[src/rtl/streamlined_multiplier_4bit_booth.sv]
// Sequential signed 4x4 radix-2 Booth multiplier, one recoding step per clock.
// start_sig/done_sig handshake; the 8-bit product holds until the next result.
module streamlined_multiplier_4bit_booth (
    input  logic       clk,
    input  logic       rst_n,
    input  logic       start_sig,
    input  logic [3:0] multiplicand,
    input  logic [3:0] multiplier,
    output logic       busy_sig,
    output logic       done_sig,
    output logic [7:0] product
);

    typedef enum logic [1:0] {
        IDLE   = 2'd0,
        CALC   = 2'd1,
        RESULT = 2'd2,
        DONE   = 2'd3
    } state_t;

    state_t      state_q, state_d;
    logic [4:0]  m_q, m_d;
    logic [4:0]  a_q, a_d;
    logic [3:0]  q_q, q_d;
    logic        q1_q, q1_d;
    logic [1:0]  cnt_q, cnt_d;
    logic [7:0]  product_q, product_d;
    logic        busy_q, busy_d;
    logic        done_q, done_d;
    logic [4:0]  a_step;

    // 5-bit accumulator: a - m with m = -8 gives +8, which needs the extra bit
    always_comb begin
        case ({q_q[0], q1_q})
            2'b01:   a_step = a_q + m_q;
            2'b10:   a_step = a_q - m_q;
            default: a_step = a_q;
        endcase
    end

    always_comb begin
        state_d   = state_q;
        m_d       = m_q;
        a_d       = a_q;
        q_d       = q_q;
        q1_d      = q1_q;
        cnt_d     = cnt_q;
        product_d = product_q;
        busy_d    = busy_q;
        done_d    = done_q;
        case (state_q)
            IDLE: begin
                // First IDLE cycle after DONE closes out the operation; no accept here,
                // which keeps back-to-back accepts 8 edges apart.
                if (busy_q) begin
                    busy_d = 1'b0;
                    done_d = 1'b0;
                end else if (start_sig) begin
                    m_d     = {multiplicand[3], multiplicand};
                    a_d     = 5'd0;
                    q_d     = multiplier;
                    q1_d    = 1'b0;
                    cnt_d   = 2'd0;
                    busy_d  = 1'b1;
                    state_d = CALC;
                end
            end
            CALC: begin
                a_d   = {a_step[4], a_step[4:1]};
                q_d   = {a_step[0], q_q[3:1]};
                q1_d  = q_q[0];
                cnt_d = cnt_q + 2'd1;
                if (cnt_q == 2'd3) state_d = RESULT;
            end
            RESULT: begin
                product_d = {a_q[3:0], q_q};
                state_d   = DONE;
            end
            DONE: begin
                done_d  = 1'b1;
                state_d = IDLE;
            end
            default: state_d = IDLE;
        endcase
    end

    always_ff @(posedge clk or negedge rst_n) begin
        if (!rst_n) begin
            state_q   <= IDLE;
            m_q       <= 5'd0;
            a_q       <= 5'd0;
            q_q       <= 4'd0;
            q1_q      <= 1'b0;
            cnt_q     <= 2'd0;
            product_q <= 8'h00;
            busy_q    <= 1'b0;
            done_q    <= 1'b0;
        end else begin
            state_q   <= state_d;
            m_q       <= m_d;
            a_q       <= a_d;
            q_q       <= q_d;
            q1_q      <= q1_d;
            cnt_q     <= cnt_d;
            product_q <= product_d;
            busy_q    <= busy_d;
            done_q    <= done_d;
        end
    end

    assign busy_sig = busy_q;
    assign done_sig = done_q;
    assign product  = product_q;

endmodule

[config.mk]
export PLATFORM = sky130hd
export DESIGN_NAME = streamlined_multiplier_4bit_booth
export DESIGN_NICKNAME = d
export VERILOG_FILES = /design/src/rtl/streamlined_multiplier_4bit_booth.sv
export SDC_FILE = /design/constraint.sdc
export NUM_CORES = 1
export LEC_CHECK = 0
export CELL_PAD_IN_SITES_DETAIL_PLACEMENT = 1
export CELL_PAD_IN_SITES_GLOBAL_PLACEMENT = 2
export CORE_MARGIN = 2
export CORE_UTILIZATION = 37
export DETAILED_ROUTE_END_ITERATION = 10
export PLACE_DENSITY = 0.87
export SYNTH_ARGS = -nofsm -noshare
export SYNTH_HDL_FRONTEND = slang
export SYNTH_SLANG_ARGS = --single-unit
[constraint.sdc]
create_clock -name clk -period 5.47 [get_ports clk]
set_input_delay 1.094 -clock clk [delete_from_list [all_inputs] [get_ports clk]]
set_output_delay 1.094 -clock clk [all_outputs]
set_load 0.01 [all_outputs]
==> impl_metrics.tcl, run 1 <==
set metrics [dict create \
    hold_buffers 0 \
    via_per_inst 5.13 \
    finalSetupViolCount 0 \
    place_inst 196 \
    io_pins 21 \
    post_drt_wl_per_cell_um 15.2 \
    place_area_mm2 0.00170 \
    diodes 0 \
    rr_worst_depth 8 \
    crit_path_max_fanout 5 \
    pwr-share-clk_pct 9.3 \
    cp_slowest_cell "dfrtp_1" \
    power.total_mw 1.19 \
    cts_tree "yes" \
    multiInputGateArea_um2 719 \
    die_h_um 66.8 \
    dr.pass1.iters 4 \
    power_frac_seq_pct 31.6 \
    p_sw_uw 498 \
    cts_resized 0 \
    pre_cts_ws_ns 2.88 \
    grt_max_degree 28 \
    row_count 22 \
    wirelength_um 3040 \
    die_w_um 66.8 \
    r2r_start "q_q[0]" \
    drive_above_1_share_pct 15.8 \
    syn_avg_cell_area_um2 11.1 \
    crit_type "reg -> reg" \
    dp_hpwl_um 2330 \
    r2r_end "a_q[3]" \
    fillerInstances 439 \
    netlist_area_mm2 0.00146 \
    syn_nets 154 \
    syn_inst 131 \
    grt_first_pass_wirelength_um 5540 \
    final_hold_viol_count 0 \
    cp-startpoint "q_q[0]" \
    h-tree-depth 1 \
    io_buffers 20 \
    fmax_mhz 422 \
    skew_ns 0.00851 \
    ys.warnings.count 0 \
    stdcell_count 200 \
    reg2reg_slack_ns 3.10 \
    ir_drop_mv 0.264 \
    path_clk_slew_ns 0.09 \
    clock_latency_ns 0.27 \
    antenna_found_initial 0 \
    finalCoreUtilization_pct 47.0 \
    grt_util_all_layers_pct 16.6 \
    fin_nets 176 \
    die_area_mm2 0.00446 \
    gp_congestion 0.723 \
    tightest_slew_ns 0.496 \
    clock_path_buffers 2 \
    initial_core_util_pct 39.3 \
    slew_violations 0 \
    slew_headroom_pct 66.9 \
    drc_errors 0 \
    endpoint "a_q[3]" \
    cp_slowest_stage_delay_ns 0.41 \
    cts_num_sinks 27 \
    fin_tns_setup_ns 0 \
    seq_area_um2 676 \
    yosysSeqAreaShare_pct 46.3 \
    hold-worst-slack_ns 0.517 \
    post-route-period-util_pct 43.3 \
    p_per_area_mw_per_mm2 679 \
    swShare_pct 42.0 \
    p_leak_nw 0.779 \
    vias 1026 \
    final_area_mm2 0.00175 \
    ys_types 33 \
    fin_crit_ns 2.37 \
    startpoint_type "flop" \
    grt_pass1_vias 1188 \
    combPwrFrac_pct 59.1 \
    crit_chain "ha_1 > mux2_2 > fa_1 > nand2b_1 > a21oi_1 > xnor2_1 > o221ai_1 > o31ai_1" \
    cell_internal_pwr_uw 688 \
    area_growth_pct 19.6 \
    maxCapViolCount 0 \
    required_ns 5.62 \
    min_path_type "reg -> reg" \
    postRouteAntennaNets 0 \
    grt-ovfl-total 0 \
    root_buffer "clkbuf_8" \
    rsz0062_at_grt "false" \
    outcome "finished, final reports clean" \
    core-area_mm2 0.00372 \
    cts_buffers 3 \
    fin_ws_ns 3.10 \
    worst_setup_path_end_kind "flop" \
    cts_setup_buffers 0 \
    arrival_ns 2.52 \
    synth-seq-cells 27 \
    drtIter0Drc 17 \
]
[worst min-delay path by stage]
stage,startpoint,to,slack [ns],cells after the start
2_1_floorplan,cnt_q[0],cnt_q[0],0.46,1
3_3_place_gp,product[7],product[7],0.49,1
3_5_place_dp,product[6],product[6],0.50,1
4_1_cts,product[6],product[6],0.52,1
5_1_grt,product[5],product[5],0.54,1
6_report,product[5],product[5],0.52,1
[cells in the mapped netlist]
| master | n | area share [%] |
|---|---|---|
| o211ai_1 | 1 | 0.51 |
| dfrtp_1 | 27 | 46 |
| fa_1 | 1 | 1.4 |
| mux2i_1 | 5 | 3.4 |
| nand2b_1 | 3 | 1.3 |
| o21ai_1 | 2 | 0.69 |
| buf_2 | 1 | 0.34 |
| o32a_1 | 1 | 0.69 |
| buf_4 | 1 | 0.51 |
| a21oi_2 | 1 | 0.60 |
| nand3b_1 | 1 | 0.51 |
| buf_6 | 1 | 0.77 |
| a22o_1 | 2 | 1.2 |
| ha_1 | 11 | 9.4 |
| nor3_1 | 1 | 0.34 |
| a21boi_4 | 1 | 1.3 |
| xor2_1 | 1 | 0.60 |
| inv_2 | 2 | 0.51 |
| o31ai_1 | 2 | 1.0 |
| inv_1 | 8 | 2.1 |
| o221ai_1 | 1 | 0.60 |
| o21ai_2 | 1 | 0.60 |
| nand3_4 | 1 | 1.2 |
| a32oi_1 | 1 | 0.60 |
| nor2b_1 | 1 | 0.43 |
| o21ai_0 | 7 | 2.4 |
| clkbuf_1 | 1 | 0.26 |
| and2_1 | 2 | 0.86 |
| nor2_1 | 8 | 2.1 |
| a21oi_1 | 6 | 2.1 |
| mux2_2 | 13 | 10 |
| xnor2_1 | 4 | 2.4 |
| nand2_1 | 12 | 3.1 |
[layer usage]
layer	share of wire, %	vias up	routed length, um	GRT usage, %
li1	-	489	-	-
met4	0.56	0	17	2.30
met1	43	517	1310	19.4
met5	0	-	0	0
met2	53	18	1630	31.3
met3	3.0	2	92	3.89
[cell usage in the layout (no fill, tap or decap), drive strengths merged]
| cell | instances |
|---|---|
| a21oi | 7 |
| clkdlybuf4s50 | 20 |
| nand2b | 3 |
| nand3b | 1 |
| nor2 | 8 |
| o211ai | 1 |
| o221ai | 1 |
| a22o | 2 |
| xor2 | 1 |
| mux2 | 13 |
| dfrtp | 27 |
| fa | 1 |
| inv | 10 |
| nand2 | 12 |
| nand3 | 1 |
| mux2i | 5 |
| xnor2 | 4 |
| nor3 | 1 |
| clkinv | 1 |
| o32a | 1 |
| a21boi | 1 |
| clkbuf | 3 |
| and2 | 2 |
| o21ai | 10 |
| buf | 1 |
| a32oi | 1 |
| o31ai | 2 |
| ha | 11 |
| nor2b | 1 |
[power groups by stage]
stage | sequential [mW] | clock (mW) | combinational, mW
6_report | 0.375 | 0.111 | 0.701
5_1_grt | 0.389 | 0.126 | 0.787
4_1_cts | 0.377 | 0.114 | 0.713
3_5_place_dp | 0.380 | 0 | 0.706
3_3_place_gp | 0.371 | 0 | 0.666
2_1_floorplan | 0.371 | 0 | 0.509
[flip-flops by register name (all words and copies together) (netlist names)]
signal / flops
cnt_q: 2
q1_q: 1
product: 8
busy_sig: 1
a_q: 4
q_q: 4
state_q: 2
m_q: 4
done_sig: 1
[critical path, delay by kind of cell (launching register included)]
kind	cells	cell delay, ns
AOI/OAI and AO/OA	3	0.50
xor gates and xnor gates	1	0.13
adders and majority gates	2	0.67
DFF	1	0.41
muxes	1	0.38
and+or+nand+nor	1	0.16
[logic make-up (layout without fill, tap and decap cells)]
kind of cell	after synthesis	in the layout	share of synthesized area, %
AOI/OAI and AO/OA	26	26	12.3
xor gates and xnor gates	5	5	3.00
adders and majority gates	12	12	10.8
buffers and inverters	14	35	4.46
DFF	27	27	46.3
muxes	18	18	13.5
and+or+nand+nor	29	29	9.77
[final cells by class]
| type | instances | share of cell area (%) |
|---|---|---|
| clock buffers | 3 | 2.36 |
| clock inverters | 1 | 0.287 |
| inverters | 10 | 2.15 |
| multi-input cells | 90 | 41.2 |
| flip-flops and latches | 27 | 38.7 |
| well taps | 48 | 3.44 |
| repair buffers | 21 | 11.9 |
Note: power is estimated with default switching activity, not from simulation.
==> run 2: changes to the inputs <==
CORE_UTILIZATION = 35   (was 37)
PLACE_DENSITY = 0.83   (was 0.87)
clock period = 2.2 ns   (was 5.47 ns; I/O delays follow)
==> impl_metrics.tcl, run 2 (synthesized netlist as in run 1, its figures left out) <==
set metrics [dict create \
    outcome "finished, final reports clean" \
    cts_buffers 3 \
    skew_ns 0.00679 \
    cts_tree "yes" \
    io_pins 21 \
    fin_crit_ns 2.18 \
    cts_setup_buffers 0 \
    hold_buffers 0 \
    gp_congestion 0.764 \
    min_path_type "reg -> reg" \
    cp_slowest_cell "fa_2" \
    crit_chain "inv_1 > ha_1 > mux2_4 > fa_2 > nand2b_4 > a21oi_4 > xnor2_2 > o221ai_2 > o31ai_1" \
    tightest_slew_ns 0.511 \
    final_common_cell "dfrtp_1" \
    antenna_found_initial 0 \
    layout_common_cells "dfrtp_1, clkdlybuf4s50_1, nand2_1, mux2_2, ha_1" \
    drc_errors 0 \
    startpoint_type "flop" \
    wirelength_um 3170 \
    finalSetupViolCount 0 \
    p_leak_nw 0.811 \
    place_area_mm2 0.00173 \
    drive_above_1_share_pct 23.2 \
    io_buffers 20 \
    grt_pass1_vias 1067 \
    die_w_um 68.6 \
    reg2reg_slack_ns 0.02 \
    required_ns 2.37 \
    drtIter0Drc 20 \
    arrival_ns 2.35 \
    fmax_mhz 458 \
    clock_latency_ns 0.28 \
    rsz0062_at_grt "true" \
    crit_type "reg -> reg" \
    fillerInstances 431 \
    area_growth_pct 24.9 \
    slew_violations 0 \
    slew_headroom_pct 65.9 \
    crit_path_max_fanout 2 \
    row_count 23 \
    initial_core_util_pct 36.5 \
    root_buffer "clkbuf_8" \
    clock_path_buffers 2 \
    final_area_mm2 0.00182 \
    path_clk_slew_ns 0.10 \
    die_h_um 68.6 \
    cp_num_buf_inv 1 \
    vias 1030 \
    via_per_inst 5.02 \
    largest_reg_flops 8 \
    fin_nets 179 \
    final_hold_viol_count 0 \
    cp_top_family "adder cells" \
    core-area_mm2 0.00400 \
    diodes 0 \
    maxCapViolCount 0 \
    dr.pass1.iters 4 \
    grt-ovfl-total 0 \
    dp_hpwl_um 2270 \
    die_area_mm2 0.00470 \
    grt_max_degree 28 \
    grt_first_pass_wirelength_um 5170 \
    cts_num_sinks 27 \
    postRouteAntennaNets 0 \
    hold-worst-slack_ns 0.512 \
    post_drt_wl_per_cell_um 15.5 \
    worst_setup_path_end_kind "flop" \
    grt_util_all_layers_pct 15.0 \
    post-route-period-util_pct 99.3 \
    h-tree-depth 1 \
    p_per_area_mw_per_mm2 1780 \
    cp_slowest_stage_delay_ns 0.36 \
    ir_drop_mv 0.526 \
]
run 2: changes by cell type in the layout (fill, tap and decap cells not counted), sizes merged:
| cell | before | now |
|---|---|---|
| buf | 1 | 4 |
run 2: power breakdown:
group,internal (mW),switching [mW]
logic,1.00,1.04
clock network,0.127,0.166
registers,0.731,0.174
total,1.86,1.38
run 2: final timing paths:
kind / startpoint / end / depth (start not counted)
max: m_q[0] / a_q[3] / 9
min: product[7] / product[7] / 1
max reg2reg: m_q[0] / a_q[3] / 9
min reg2reg: product[7] / product[7] / 1
max in group asynchronous: rst_n / cnt_q[1] / 2
min in group asynchronous: rst_n / q1_q / 2
run 2: metal layers:
| layer | global-route usage, % | part of all wire, % | vias to the layer above |
|---|---|---|---|
| met3 | 3.73 | 4.5 | 5 |
| met2 | 23.9 | 49 | 20 |
| met5 | 0 | 0 | - |
| met1 | 19.8 | 45 | 503 |
| met4 | 5.25 | 1.2 | 0 |
| li1 | - | - | 502 |
run 2: repair_timing:
action	in CTS	in global routing
pin swaps	0	7
endpoints found under the setup margin	1	2
resized for setup	4	7
run 2: metrics by stage:
| stage | std cells | util (%) | power, mW | setup TNS (ns) | setup slack, ns |
|---|---|---|---|---|---|
| 2_1_floorplan | 131 | - | 2.19 | 0 | 0.0859 |
| 3_3_place_gp | 201 | 43.1 | 2.63 | 0 | 0.0586 |
| 3_5_place_dp | 201 | 43.1 | 2.72 | -0.0722 | -0.0722 |
| 4_1_cts | 205 | 44.6 | 3.09 | 0 | 0.0315 |
| 5_1_grt | 205 | 45.6 | 3.55 | -0.0833 | -0.0833 |
| 6_report | 205 | 45.6 | 3.24 | 0 | 0.0154 |
run 2: final cells by class:
cell class | instances | area, um^2 | share of cell area (%)
clock inverter | 1 | 5.00 | 0.275
inverter | 10 | 37.5 | 2.06
sequential | 27 | 676 | 37.1
clock buffer | 3 | 41.3 | 2.26
multi-input combinational | 90 | 771 | 42.3
timing repair buffer | 24 | 230 | 12.6
tap | 50 | 62.6 | 3.43
==> run 3: changes to the inputs <==
clock period = 2.1 ns   (was 2.2 ns; I/O delays follow)
==> impl_metrics.tcl, run 3 (synthesized netlist as in run 1, its figures left out) <==
set metrics [dict create \
    tightest_slew_ns 0.546 \
    root_buffer "clkbuf_8" \
    crit_path_max_fanout 2 \
    reg2reg_slack_ns -0.01 \
    cp_top_family "adder cells" \
    die_w_um 68.6 \
    p_per_area_mw_per_mm2 1910 \
    ir_drop_mv 0.646 \
    core-area_mm2 0.00400 \
    slew_violations 0 \
    cp_num_buf_inv 1 \
    grt_first_pass_wirelength_um 5550 \
    arrival_ns 2.28 \
    row_count 23 \
    fin_crit_ns 2.11 \
    drive_above_1_share_pct 26.3 \
    slew_headroom_pct 63.6 \
    dr.pass1.iters 4 \
    outcome "finished, violations left" \
    layout_common_cells "dfrtp_1, clkdlybuf4s50_1, nand2_1, mux2_2, ha_1" \
    die_h_um 68.6 \
    grt_max_degree 28 \
    io_buffers 20 \
    pwr-share-clk_pct 8.7 \
    vias 1058 \
    post-route-period-util_pct 101 \
    cp_slowest_stage_delay_ns 0.37 \
    area_growth_pct 29.4 \
    via_per_inst 5.04 \
    worst_setup_path_end_kind "flop" \
    antenna_found_initial 0 \
    h-tree-depth 1 \
    crit_type "reg -> reg" \
    final_hold_viol_count 0 \
    startpoint_type "flop" \
    crit_chain "inv_1 > ha_1 > mux2_4 > fa_2 > nand2b_4 > a21oi_4 > xnor2_2 > o221ai_1 > o31ai_1" \
    die_area_mm2 0.00470 \
    grt-ovfl-total 0 \
    cts_buffers 3 \
    cts_tree "yes" \
    largest_reg_flops 8 \
    drtIter0Drc 20 \
    wirelength_um 3370 \
    grt_util_all_layers_pct 16.3 \
    violations "setup timing" \
    required_ns 2.26 \
    gp_congestion 0.805 \
    grt_pass1_vias 1194 \
    dp_hpwl_um 2410 \
    power_frac_seq_pct 26.7 \
    p_sw_mw 1.49 \
    path_clk_slew_ns 0.10 \
    postRouteAntennaNets 0 \
    skew_ns 0.00888 \
    fmax_mhz 473 \
    p_leak_nw 0.838 \
    io_pins 21 \
    drc_errors 0 \
    fin_ws_ns -0.0143 \
    clock_path_buffers 2 \
    rsz0062_at_grt "true" \
    fillerInstances 448 \
    diodes 0 \
    maxCapViolCount 0 \
    cell_internal_pwr_mw 2.11 \
    pre_cts_ws_ns -0.110 \
    hold-worst-slack_ns 0.497 \
    final_common_cell "dfrtp_1" \
    post_drt_wl_per_cell_um 16.1 \
    fin_nets 184 \
    min_path_type "in -> async" \
    finalSetupViolCount 1 \
    clock_latency_ns 0.28 \
    swShare_pct 41.4 \
    initial_core_util_pct 36.5 \
    cp_slowest_cell "dfrtp_1" \
    power.total_mw 3.61 \
    cts_num_sinks 27 \
    combPwrFrac_pct 64.6 \
]
==> run 3: final cells by class <==
type | instances | area [um^2] | area share [%]
multi-input combinational | 90 | 793 | 42.0
tap | 50 | 62.6 | 3.31
timing repair buffer | 29 | 272 | 14.4
inverter | 10 | 37.5 | 1.99
clock inverter | 1 | 7.51 | 0.397
sequential | 27 | 676 | 35.8
clock buffer | 3 | 41.3 | 2.19
==> run 3: metrics by stage <==
step | cells | instance area, um^2 | setup TNS, ns | utilization (%)
2_1_floorplan | 131 | 1470 | 0 | -
3_3_place_gp | 203 | 1750 | 0 | 43.7
3_5_place_dp | 203 | 1750 | -0.110 | 43.7
4_1_cts | 208 | 1820 | -0.0798 | 45.4
5_1_grt | 210 | 1890 | -0.105 | 47.2
6_report | 210 | 1890 | -0.0143 | 47.2
==> run 3: per-layer routing <==
layer,track usage (%),wire [um]
met1,20.0,1530
met2,28.4,1660
met3,2.76,130
met4,6.00,51
met5,0,0
==> run 3: what timing repair did <==
action	in CTS	in global routing
hold buffers	0	0
gates resized for setup	3	10
buffers inserted	1	2
pin swaps	3	5
setup endpoints to repair	1	3
endpoints found under the hold margin	0	0
==> run 3: worst paths after layout <==
path	start	end	depth (start not counted)
max	m_q[0]	a_q[3]	9
min	rst_n	q_q[1]	2
max reg2reg	m_q[0]	a_q[3]	9
min reg2reg	product[0]	product[0]	1
max in group asynchronous	rst_n	m_q[3]	2
min in group clk	product[0]	product[0]	1
==> run 3: power groups by stage <==
stage,Clock [mW],Combinational [mW],Sequential (mW)
after floorplan,0,1.35,0.966
after global placement,0,1.90,0.940
after detailed placement,0,1.99,0.964
after CTS,0.326,2.09,0.954
after global routing,0.347,2.59,1.00
final,0.314,2.33,0.962
